--- config.mk ---
export PLATFORM = sky130hd
export DESIGN_NAME = salsa_round_ctrl_flat
export DESIGN_NICKNAME = d
export VERILOG_FILES = /design/src/rtl/salsa_pkg.sv /design/src/rtl/salsa_round_ctrl_if.sv /design/src/rtl/salsa_round_cnt.sv /design/src/rtl/salsa_round_ctrl.sv /design/src/flat_wrapper.sv
export SDC_FILE = /design/constraint.sdc
export NUM_CORES = 1
export LEC_CHECK = 0
export ABC_CLOCK_PERIOD_IN_PS = 2600
export BUFFER_PORTS_ARGS = -buffer_cell sky130_fd_sc_hd__buf_2
export CAP_MARGIN = 5
export CORE_AREA = 2 2 39 41
export DETAILED_ROUTE_END_ITERATION = 8
export DIE_AREA = 0 0 41 43
export PLACE_DENSITY = 0.51
export SYNTH_ARGS = -nofsm -noshare
export SYNTH_HDL_FRONTEND = slang
export SYNTH_SLANG_ARGS = --single-unit
--- constraint.sdc ---
create_clock -name clk -period 2.6 [get_ports clk]
set_input_delay 0.52 -clock clk [delete_from_list [all_inputs] [get_ports clk]]
set_output_delay 0.52 -clock clk [all_outputs]
set_load 0.05 [all_outputs]
--- src/rtl/salsa_pkg.sv ---
// Shared types and constants for the Salsa20/r round controller.
// Feed-forward cycle is enabled by defining SALSA_CTRL_FEEDFORWARD_EN.
package salsa_pkg;

    typedef enum logic [1:0] {
        IDLE  = 2'd0,
        ROUND = 2'd1,
        FINAL = 2'd2,
        DONE  = 2'd3
    } salsa_state_e;

    localparam int unsigned SALSA20_8_DROUNDS = 4;

    // Counter width covering half-rounds 0..2*ndr-1, never narrower than one bit.
    function automatic int unsigned salsa_cnt_w(input int unsigned ndr);
        int unsigned w;
        w = $clog2(2 * ndr);
        return (w < 1) ? 1 : w;
    endfunction

endpackage

--- src/rtl/salsa_round_ctrl_if.sv ---
// Handshake and datapath-control bundle between a requester and salsa_round_ctrl.
interface salsa_round_ctrl_if
    import salsa_pkg::*;
#(
    parameter int unsigned NUM_DROUNDS = SALSA20_8_DROUNDS
);
    localparam int unsigned CNT_W = salsa_cnt_w(NUM_DROUNDS);

    logic             init;
    logic             abort;
    logic             write_temp;
    logic             sel_in;
    logic             sel_order;
    logic [CNT_W-1:0] round_cnt;
    logic             add_en;
    logic             busy;
    logic             valid;

    modport master (
        output init, abort,
        input  write_temp, sel_in, sel_order, round_cnt, add_en, busy, valid
    );

    modport slave (
        input  init, abort,
        output write_temp, sel_in, sel_order, round_cnt, add_en, busy, valid
    );
endinterface

--- src/rtl/salsa_round_cnt.sv ---
// Half-round counter with synchronous clear, enable and terminal-count flag.
module salsa_round_cnt
    import salsa_pkg::*;
#(
    parameter int unsigned NUM_DROUNDS = SALSA20_8_DROUNDS
) (
    input  logic                                  clk,
    input  logic                                  reset_n,
    input  logic                                  clr,
    input  logic                                  en,
    output logic [salsa_cnt_w(NUM_DROUNDS)-1:0]   cnt,
    output logic                                  tc
);
    localparam int unsigned CNT_W = salsa_cnt_w(NUM_DROUNDS);
    localparam logic [CNT_W-1:0] LAST = CNT_W'(2 * NUM_DROUNDS - 1);

    always_ff @(posedge clk or negedge reset_n) begin
        if (!reset_n) begin
            cnt <= '0;
        end else if (clr) begin
            cnt <= '0;
        end else if (en) begin
            cnt <= cnt + CNT_W'(1);
        end
    end

    assign tc = (cnt == LAST);
endmodule

--- src/rtl/salsa_round_ctrl.sv ---
// Round-sequencing controller for one Salsa20/r datapath (Moore outputs).
// Define SALSA_CTRL_FEEDFORWARD_EN to add the FINAL feed-forward cycle.
module salsa_round_ctrl
    import salsa_pkg::*;
#(
    parameter int unsigned NUM_DROUNDS = SALSA20_8_DROUNDS
) (
    input  logic              clk,
    input  logic              reset_n,
    salsa_round_ctrl_if.slave bus
);
    localparam int unsigned CNT_W = salsa_cnt_w(NUM_DROUNDS);

    salsa_state_e     state, state_nx;
    logic [CNT_W-1:0] cnt;
    logic             cnt_tc;
    logic             cnt_clr;
    logic             cnt_en;

    salsa_round_cnt #(.NUM_DROUNDS(NUM_DROUNDS)) u_cnt (
        .clk     (clk),
        .reset_n (reset_n),
        .clr     (cnt_clr),
        .en      (cnt_en),
        .cnt     (cnt),
        .tc      (cnt_tc)
    );

    always_ff @(posedge clk or negedge reset_n) begin
        if (!reset_n) begin
            state <= IDLE;
        end else begin
            state <= state_nx;
        end
    end

    always_comb begin
        state_nx       = IDLE;
        cnt_clr        = 1'b1;
        cnt_en         = 1'b0;
        bus.write_temp = 1'b0;
        bus.sel_in     = 1'b0;
        bus.sel_order  = 1'b0;
        bus.round_cnt  = '0;
        bus.add_en     = 1'b0;
        bus.busy       = 1'b0;
        bus.valid      = 1'b0;

        case (state)
            IDLE: begin
                bus.write_temp = 1'b1;
                // The start cycle itself is half-round 0, so the counter leaves IDLE at 1.
                if (!bus.abort && bus.init) begin
                    state_nx = ROUND;
                    cnt_clr  = 1'b0;
                    cnt_en   = 1'b1;
                end
            end
            ROUND: begin
                bus.write_temp = 1'b1;
                bus.sel_in     = 1'b1;
                bus.sel_order  = cnt[0];
                bus.round_cnt  = cnt;
                bus.busy       = 1'b1;
                if (bus.abort) begin
                    state_nx = IDLE;
                end else if (cnt_tc) begin
`ifdef SALSA_CTRL_FEEDFORWARD_EN
                    state_nx = FINAL;
`else
                    state_nx = DONE;
`endif
                end else begin
                    state_nx = ROUND;
                    cnt_clr  = 1'b0;
                    cnt_en   = 1'b1;
                end
            end
`ifdef SALSA_CTRL_FEEDFORWARD_EN
            FINAL: begin
                bus.write_temp = 1'b1;
                bus.sel_in     = 1'b1;
                bus.sel_order  = 1'b1;
                bus.add_en     = 1'b1;
                bus.busy       = 1'b1;
                state_nx       = bus.abort ? IDLE : DONE;
            end
`endif
            DONE: begin
                bus.sel_in = 1'b1;
                bus.valid  = 1'b1;
                state_nx   = (bus.init && !bus.abort) ? DONE : IDLE;
            end
            default: begin
                state_nx = IDLE;
            end
        endcase
    end
endmodule

--- src/flat_wrapper.sv ---
// flat-port wrapper written by rule: the top's interface ports become plain ports
module salsa_round_ctrl_flat import salsa_pkg::*;
#(
    parameter int unsigned NUM_DROUNDS = SALSA20_8_DROUNDS
)
  (clk, reset_n, bus_init, bus_abort, bus_write_temp, bus_sel_in, bus_sel_order, bus_round_cnt, bus_add_en, bus_busy, bus_valid);
  salsa_round_ctrl_if #(.NUM_DROUNDS(NUM_DROUNDS)) bus_i ();
  input  logic clk;
  input  logic reset_n;
  input wire logic [$bits(bus_i.init)-1:0] bus_init;
  input wire logic [$bits(bus_i.abort)-1:0] bus_abort;
  output wire logic [$bits(bus_i.write_temp)-1:0] bus_write_temp;
  output wire logic [$bits(bus_i.sel_in)-1:0] bus_sel_in;
  output wire logic [$bits(bus_i.sel_order)-1:0] bus_sel_order;
  output wire logic [$bits(bus_i.round_cnt)-1:0] bus_round_cnt;
  output wire logic [$bits(bus_i.add_en)-1:0] bus_add_en;
  output wire logic [$bits(bus_i.busy)-1:0] bus_busy;
  output wire logic [$bits(bus_i.valid)-1:0] bus_valid;
  assign bus_i.init = bus_init;
  assign bus_i.abort = bus_abort;
  assign bus_write_temp = bus_i.write_temp;
  assign bus_sel_in = bus_i.sel_in;
  assign bus_sel_order = bus_i.sel_order;
  assign bus_round_cnt = bus_i.round_cnt;
  assign bus_add_en = bus_i.add_en;
  assign bus_busy = bus_i.busy;
  assign bus_valid = bus_i.valid;
  salsa_round_ctrl #(.NUM_DROUNDS(NUM_DROUNDS)) u_core (.clk(clk), .reset_n(reset_n), .bus(bus_i));
endmodule
[Yosys cells after proc, flatten, opt, wreduce, memory -nomap -nowiden]
Index checks and enable logic that the tools add are counted.
Word-level totals
  RAM bits: 0
  memories kept: 0
  flip-flop bits (word level): 5
  word-level logic and storage cells: 33
  memory bits (read-only): 0
  output and inout port bits: 9
  bits in latches: 0
Operators by class
  multipliers: 0
  reductions and logical operators: 6
  add/subtract/negate cells: 1
  magnitude comparators: 0
  shifts and indexed selects: 0
  eq/ne operators: 3
  divide/modulo/power cells: 0
  mux-type cells: 21
  bitwise operators: 0
Operators with widths (count)
  $mux W1: 12
  $mux W3: 3
  $mux W2: 3
  $pmux W2 S3: 1
  $pmux W1 S2: 2
  $reduce_or A2 Y1: 2
  $add A3 B1 Y3 const B: 1
  $eq A3 B3 Y1 const B: 1
  $eq A2 B1 Y1 const B: 1
  $eq A2 B2 Y1 const B: 1
  $logic_not A2 Y1: 1
  $reduce_bool A2 Y1: 1
  $logic_and A1 B1 Y1: 1
  $logic_not A1 Y1: 1

[Depth between registers and ports, before layout]
Gate-level depths: netlist (run 1).
  depth in word-level cells: 6
  gate-level depth with buffers: 4

[Hierarchy]
Synthesis (run 1) repeated with hierarchy kept, for this count alone.
Second synthesis, totals
  cells, all modules: 34
  area, all modules: 317.8 µm²
Modules (own cells, without submodules)
  salsa_round_ctrl: cells an instance 23, area an instance 177.7 µm², times used 1
  salsa_round_cnt: cells an instance 11, area an instance 140.1 µm², times used 1

[Least setup slack after synthesis (run 1)]
No wires, ideal clock.
  path kind: register to output
  start: reg u_core.state[1]
  end: out bus_round_cnt[0]
  path buffers: 2
  arrival time: 1.809 ns
  stages on the path, launching flop included: 5
  slack: 0.271 ns
  cell sequence: dfrtp_1 > buf_2 > nor2b_2 > and2_1 > buf_4
Between the ends
  longest elaborated chain between the ends: 2
RTL lines
  start: declaration: RTL line salsa_round_ctrl.sv:14  | salsa_state_e state, state_nx;
  start signal: assignment: RTL line salsa_round_ctrl.sv:33  | state <= state_nx;
  $eq A2 B1 Y1: RTL line salsa_round_ctrl.sv:49  | case (state)
  $mux W3: RTL line salsa_round_ctrl.sv:49
  end: declaration: RTL line flat_wrapper.sv:15  | output wire logic [$bits(bus_i.round_cnt)-1:0] bus_round_cnt;
Every way passes these cells.

[Worst setup path in the final report (run 1)]
Ends and elaborated chain as after synthesis.

==> flow_summary.ini, run 1 <==
[outcome]
status = finished clean

[detailed_routing]
post_drt_wl_per_cell_um = 8.793
antenna_left = 0
firstDrtPassIters = 1
drtIter0Drc = 0
routed_wl_um = 510
via_count = 233
drc_errors = 0
via_per_inst = 4.017

[worst_setup_path]
crit_required_ps = 2080
critPathKind = register to output port
arrival_ps = 1280
cp_max_fo = 9
start_kind = register
end_kind = output port

[power]
p_seq_share_pct = 39.1
power_density_nw_per_um2 = 553.6
clkPwrFrac_pct = 38.9
p_leak_nw = 0.2057
switching_share_pct = 30.10
p_int_w = 0.0001540
p_sw_w = 0.00006631
ir_drop_mv = 0.1753
comb_power_share_pct = 22.0

[cells_and_area]
num_antenna_cells = 0
fin_cells = 58
utilization_pct = 28.75
layout-drive-gt1-share_pct = 42.86
area_delta_synth_final_pct = 24.22
nets = 49

[hold_path]
min_path_type = input port to async pin

[die]
dieArea_um2 = 1763
std_cell_rows = 14
die_w_um = 41
chipHeight_um = 43
start_util_pct = 23.15
core_area_um2 = 1384
io_pins = 13

[yosys]
muxShareOfSynthArea_pct = 3.125
syn-mean-instance-area_um2 = 10.33
synth_compound_area_share_pct = 12.89
netlist_area_um2 = 320.3
yosys.area_share.simple_pct = 25.00
synthCells = 31
ys_seq_area_share_pct = 39.06
synth_area_leader_cell = dfrtp_1
yosysUniqueCellTypes = 19
synth_top_area_share_pct = 39.06
synth.area.top_cells = dfrtp_1 (39%), ha_1 (7.8%), a2111oi_1 (6.3%), and2_1 (5.9%), a2111oi_2 (4.7%)
yosysWarnings = 0
synth_top_family_by_area = simple AND/OR/NAND/NOR gates
synthAdderAreaFrac_pct = 7.813
synth_nets = 37
synth_xor_area_share_pct = 0
ys_ff_latch = 5

[sta]
clock.fmax_ghz = 0.5549
setup_ws_ps = 797.8
finalSetupViolCount = 0
tns_ps = 0
fin_skew_ps = 0.1571
rsz0062_at_grt = no
finalMaxSlewViolations = 0
fin_crit_sh_pct = 69.32
timing.hold.ws_ps = 91.24
finalCriticalPeriod_ps = 1802
hold_viol = 0

[placed_design]
gp_congestion = 0.5868
dp_cells = 54
pre_cts_slack_ps = 1043
dpl.hpwl_um = 452.2
portBuffers = 11

[cts]
cts_root_buffer = clkbuf_4
clkTransAtPathRegs_ps = 40
h-tree-depth = 1
cts_setup_buffers = 0
postCtsHoldBufs = 0
worstSkewPairLatency_ps = 230
clk_path_buf_depth = 2
numCtsBuffers = 3
cts_tree = built
cts_sinks = 5
cts_resized = 0

[global_routing]
grt_start_max_net_pins = 10
antenna_found_initial = 0
grt_pass1_vias = 191
grt_pass1_wl_um = 793
grt_use_total_pct = 7.568
overflow = 0

[flow_run]
maxCapViolCount = 0
==> cell families (layout without fill, tap and decap cells) <==
logic type	count (synthesis)	after routing
other cells	1	1
compound gates	4	4
buf+inv	7	18
simple gates	11	11
mux	1	1
fa+ha+maj	2	2
flops	5	5
==> per-layer routing <==
metal	part of all wire (%)	routed length (µm)	GRT usage (%)	up-vias
met4	0	0	8.000	0
met3	11	56	4.712	0
met5	0	0	0	-
li1	-	-	-	120
met2	46	233	8.750	10
met1	43	220	8.497	103
==> stage by stage <==
stage	power (W)	cell area (µm²)
floorplan	0.0001261	320.3
global placement	0.0001360	371.6
detailed placement	0.0001364	371.6
CTS	0.0002265	397.9
global route	0.0002336	397.9
finish	0.0002203	397.9
==> registers in the layout, summed over array words and instances, names as in the netlist <==
| register | cells |
|---|---|
| u_core.state | 2 |
| u_core.u_cnt.cnt | 3 |
==> synth_stat cells <==
library cell / instances
nor2b_2: 1
a2111oi_1: 2
dfrtp_1: 5
and2_2: 1
nor2_1: 1
and2b_1: 1
o22ai_1: 1
a2111oi_2: 1
nand2b_4: 1
inv_1: 3
conb_1: 1
mux2i_1: 1
nand2b_1: 2
or2b_1: 1
and2_1: 3
buf_4: 2
buf_2: 1
ha_1: 2
clkbuf_1: 1
==> power groups by stage <==
| stage | Clock (W) | Combinational, W | Sequential [W] |
|---|---|---|---|
| 3_3_place_gp | 0 | 0.0000486 | 0.0000873 |
| 3_5_place_dp | 0 | 0.0000490 | 0.0000874 |
| 6_report | 0.0000858 | 0.0000484 | 0.0000861 |
| 5_1_grt | 0.0000942 | 0.0000523 | 0.0000871 |
| 4_1_cts | 0.0000912 | 0.0000491 | 0.0000863 |
| 2_1_floorplan | 0 | 0.0000401 | 0.0000861 |
==> cell usage in the layout (no fill, tap or decap) <==
cell        n
o22ai_1     1
nand2b_4    1
conb_1      1
ha_1        2
mux2i_1     1
dfrtp_1     5
and2_2      1
nand2b_1    2
inv_1       3
clkbuf_1    1
clkbuf_4    3
a2111oi_2   1
and2_1      3
a2111oi_1   2
or2b_1      1
nor2b_2     1
nor2_1      1
buf_2      11
and2b_1     1
==> worst paths after layout <==
check	startpoint	to	slack, ps	cells past startpoint
worst max-delay path	u_core.state[1]	bus_round_cnt[0]	800	3
worst min-delay path	reset_n	u_core.state[0]	90	1
worst max register to register	u_core.u_cnt.cnt[0]	u_core.u_cnt.cnt[1]	1080	4
worst min register to register	u_core.u_cnt.cnt[0]	u_core.u_cnt.cnt[0]	490	1
max in group asynchronous	reset_n	u_core.u_cnt.cnt[2]	2380	1
min in group clk	u_core.u_cnt.cnt[0]	u_core.u_cnt.cnt[0]	490	1
==> critical path: stages (launching register included) <==
cell,delay [ps]
dfrtp_1,470
nor2b_2,180
and2_1,150
buf_2,260
==> area by class of cell <==
| cell class | count | area [µm²] |
|---|---|---|
| inverter | 3 | 11.26 |
| timing repair buffer | 11 | 55.05 |
| sequential | 5 | 125.1 |
| multi-input combinational | 19 | 160.2 |
| tap | 16 | 20.02 |
| fill | 154 | 985.9 |
| clock buffer | 4 | 26.28 |
(Power assumes the default switching activity.)
==> inputs of run 2 (changes only) <==
--- a/config.mk
+++ b/config.mk
@@ -5,13 +5,13 @@
 export SDC_FILE = /design/constraint.sdc
 export NUM_CORES = 1
 export LEC_CHECK = 0
-export ABC_CLOCK_PERIOD_IN_PS = 2600
+export ABC_CLOCK_PERIOD_IN_PS = 1600
 export BUFFER_PORTS_ARGS = -buffer_cell sky130_fd_sc_hd__buf_2
 export CAP_MARGIN = 5
 export CORE_AREA = 2 2 39 41
 export DETAILED_ROUTE_END_ITERATION = 8
 export DIE_AREA = 0 0 41 43
-export PLACE_DENSITY = 0.51
+export PLACE_DENSITY = 0.52
 export SYNTH_ARGS = -nofsm -noshare
 export SYNTH_HDL_FRONTEND = slang
 export SYNTH_SLANG_ARGS = --single-unit
==> constraint.sdc (replaced) <==
create_clock -name clk -period 1.6 [get_ports clk]
set_input_delay 0.32 -clock clk [delete_from_list [all_inputs] [get_ports clk]]
set_output_delay 0.32 -clock clk [all_outputs]
set_load 0.05 [all_outputs]
==> run 2 against run 1 <==
Routed wire length increased by 32%; register-to-register slack got worse by 970 ps; critical path depth unchanged; global-route usage increased by 2.3 points; sequential power increased by 64%; setup slack got worse by 720 ps; die area unchanged; total power increased by 71%; clock skew increased by 3.2 ps; combinational power increased by 84%; final cell count increased by 3.4%; highest routed layer unchanged.
==> flow_summary.ini, run 2 (synthesized netlist as in run 1, its figures left out) <==
[sta]
hold_viol = 0
finalSetupViolCount = 0
fin_crit_sh_pct = 95.08
timing.hold.ws_ps = 338.2
finalMaxSlewViolations = 0
fin_skew_ps = 3.395
finalCriticalPeriod_ps = 1521
clock.fmax_ghz = 0.6573

[cells_and_area]
area_delta_synth_final_pct = 37.50
layout-drive-gt1-share_pct = 59.09
register_area_um2 = 127.6
layout_commonest_cell = buf_2
nets = 51
final.fill_count = 154
largest_register_ffs = 3
multi_input_area_um2 = 180.2
top_register = u_core.u_cnt.cnt
utilization_pct = 31.83
num_antenna_cells = 0
top_regs = u_core.u_cnt.cnt x3, u_core.state x2
most-common-layout-cells = buf_2 (10), clkbuf_4 (4)

[detailed_routing]
drtIter0Drc = 2
via_per_inst = 4.183
drc_errors = 0
via_count = 251
routed_wl_um = 673
firstDrtPassIters = 4
antenna_left = 0
post_drt_wl_per_cell_um = 11.22

[worst_setup_path]
arrival_ps = 1200
crit_required_ps = 1280
critPathLaunch = u_core.state[0]
r2r_slack_ps = 110
end_kind = output port
r2r-end = u_core.u_cnt.cnt[2]
critPathKind = register to output port
start_kind = register
r2r-start = u_core.u_cnt.cnt[0]
ff2ff_path_depth = 4
cp_max_fo = 6

[power]
ir_drop_mv = 0.2626
comb_power_share_pct = 23.6
p_int_w = 0.0002568
power_density_nw_per_um2 = 856.6
p_leak_nw = 0.2197
clkPwrFrac_pct = 38.9
switching_share_pct = 31.94
p_sw_w = 0.0001205
p_seq_share_pct = 37.5

[cts]
h-tree-depth = 1
clk_path_buf_depth = 2
clkTransAtPathRegs_ps = 50
numCtsBuffers = 3
worstSkewPairLatency_ps = 240
cts_sinks = 5
cts_tree = built
cts_root_buffer = clkbuf_4

[hold_path]
hp-start = bus_abort
min_path_cells = 2
hold_path_end = u_core.u_cnt.cnt[0]
min_path_type = input port to register

[placed_design]
gp_congestion = 0.6412
portBuffers = 11

[global_routing]
overflow = 0
grt_pass1_vias = 272
grt_use_total_pct = 9.859
grt_start_max_net_pins = 10
antenna_found_initial = 0
grt_pass1_wl_mm = 1.124

[die]
chipHeight_um = 43
io_pins = 13
std_cell_rows = 14
start_util_pct = 23.15
core_area_um2 = 1384
dieArea_um2 = 1763
die_w_um = 41

[outcome]
status = finished clean

[flow_run]
maxCapViolCount = 0
## run 2: cell types whose count changed in the layout (fill, tap and decap cells not counted), moves of 2 or more
cell,before,now
a2111oi_1,2,0
a2111oi_2,1,3
and2_1,3,0
and2_2,1,3
dfrtp_1,5,3
dfrtp_2,0,2
## run 2: timing repair
item	in CTS	in global routing
hold buffers	1	0
setup endpoints to repair	4	5
resized for setup	1	4
buffers inserted	0	1
endpoints found under the hold margin	5	0
## run 2: power by group through the flow
stage	clock network, W	registers (W)	logic (W)
after CTS	0.000150	0.000141	0.0000847
after global placement	0	0.000143	0.0000824
final	0.000147	0.000141	0.0000891
after floorplan	0	0.000140	0.0000709
after detailed placement	0	0.000143	0.0000825
after global routing	0.000164	0.000142	0.0000989
## run 2: metal layers
| metal | part of all wire, % | track usage (%) | vias to the layer above | routed length [µm] |
|---|---|---|---|---|
| met3 | 6.5 | 1.571 | 0 | 44 |
| met4 | 0 | 8.000 | 0 | 0 |
| met2 | 56 | 15.00 | 11 | 378 |
| met5 | 0 | 0 | - | 0 |
| li1 | - | - | 126 | - |
| met1 | 37 | 11.33 | 114 | 251 |
## run 2: area by class of cell
| type | count | share of cell area (%) |
|---|---|---|
| clock buffer | 4 | 5.966 |
| inverter | 3 | 2.557 |
| multi-input combinational | 19 | 40.91 |
| sequential | 5 | 28.98 |
| tap | 16 | 4.545 |
| timing repair buffer | 13 | 17.05 |
## run 2: stage by stage
step	instance area (µm²)	std cells	power (W)	worst slack (ps)	TNS, ps
finish	440.4	60	0.0003773	78.71	0
global route	440.4	60	0.0004052	-4.560	-4.560
CTS	419.2	59	0.0003757	14.15	0
detailed placement	381.6	54	0.0002253	73.80	0
global placement	381.6	54	0.0002254	126.5	0
floorplan	344.1	31	0.0002112	-8.669	-8.669
## run 2: worst max-delay path, cell delays in order (launching register included)
cell and delay (ps):
dfrtp_2 410, nor2b_4 170, and2_4 140, buf_2 250
## run 2: worst max-delay path by stage
stage | to
after floorplan | bus_round_cnt[0]
after global placement | u_core.u_cnt.cnt[2]
after detailed placement | u_core.u_cnt.cnt[2]
after CTS | bus_round_cnt[0]
after global routing | u_core.u_cnt.cnt[1]
final | bus_round_cnt[0]
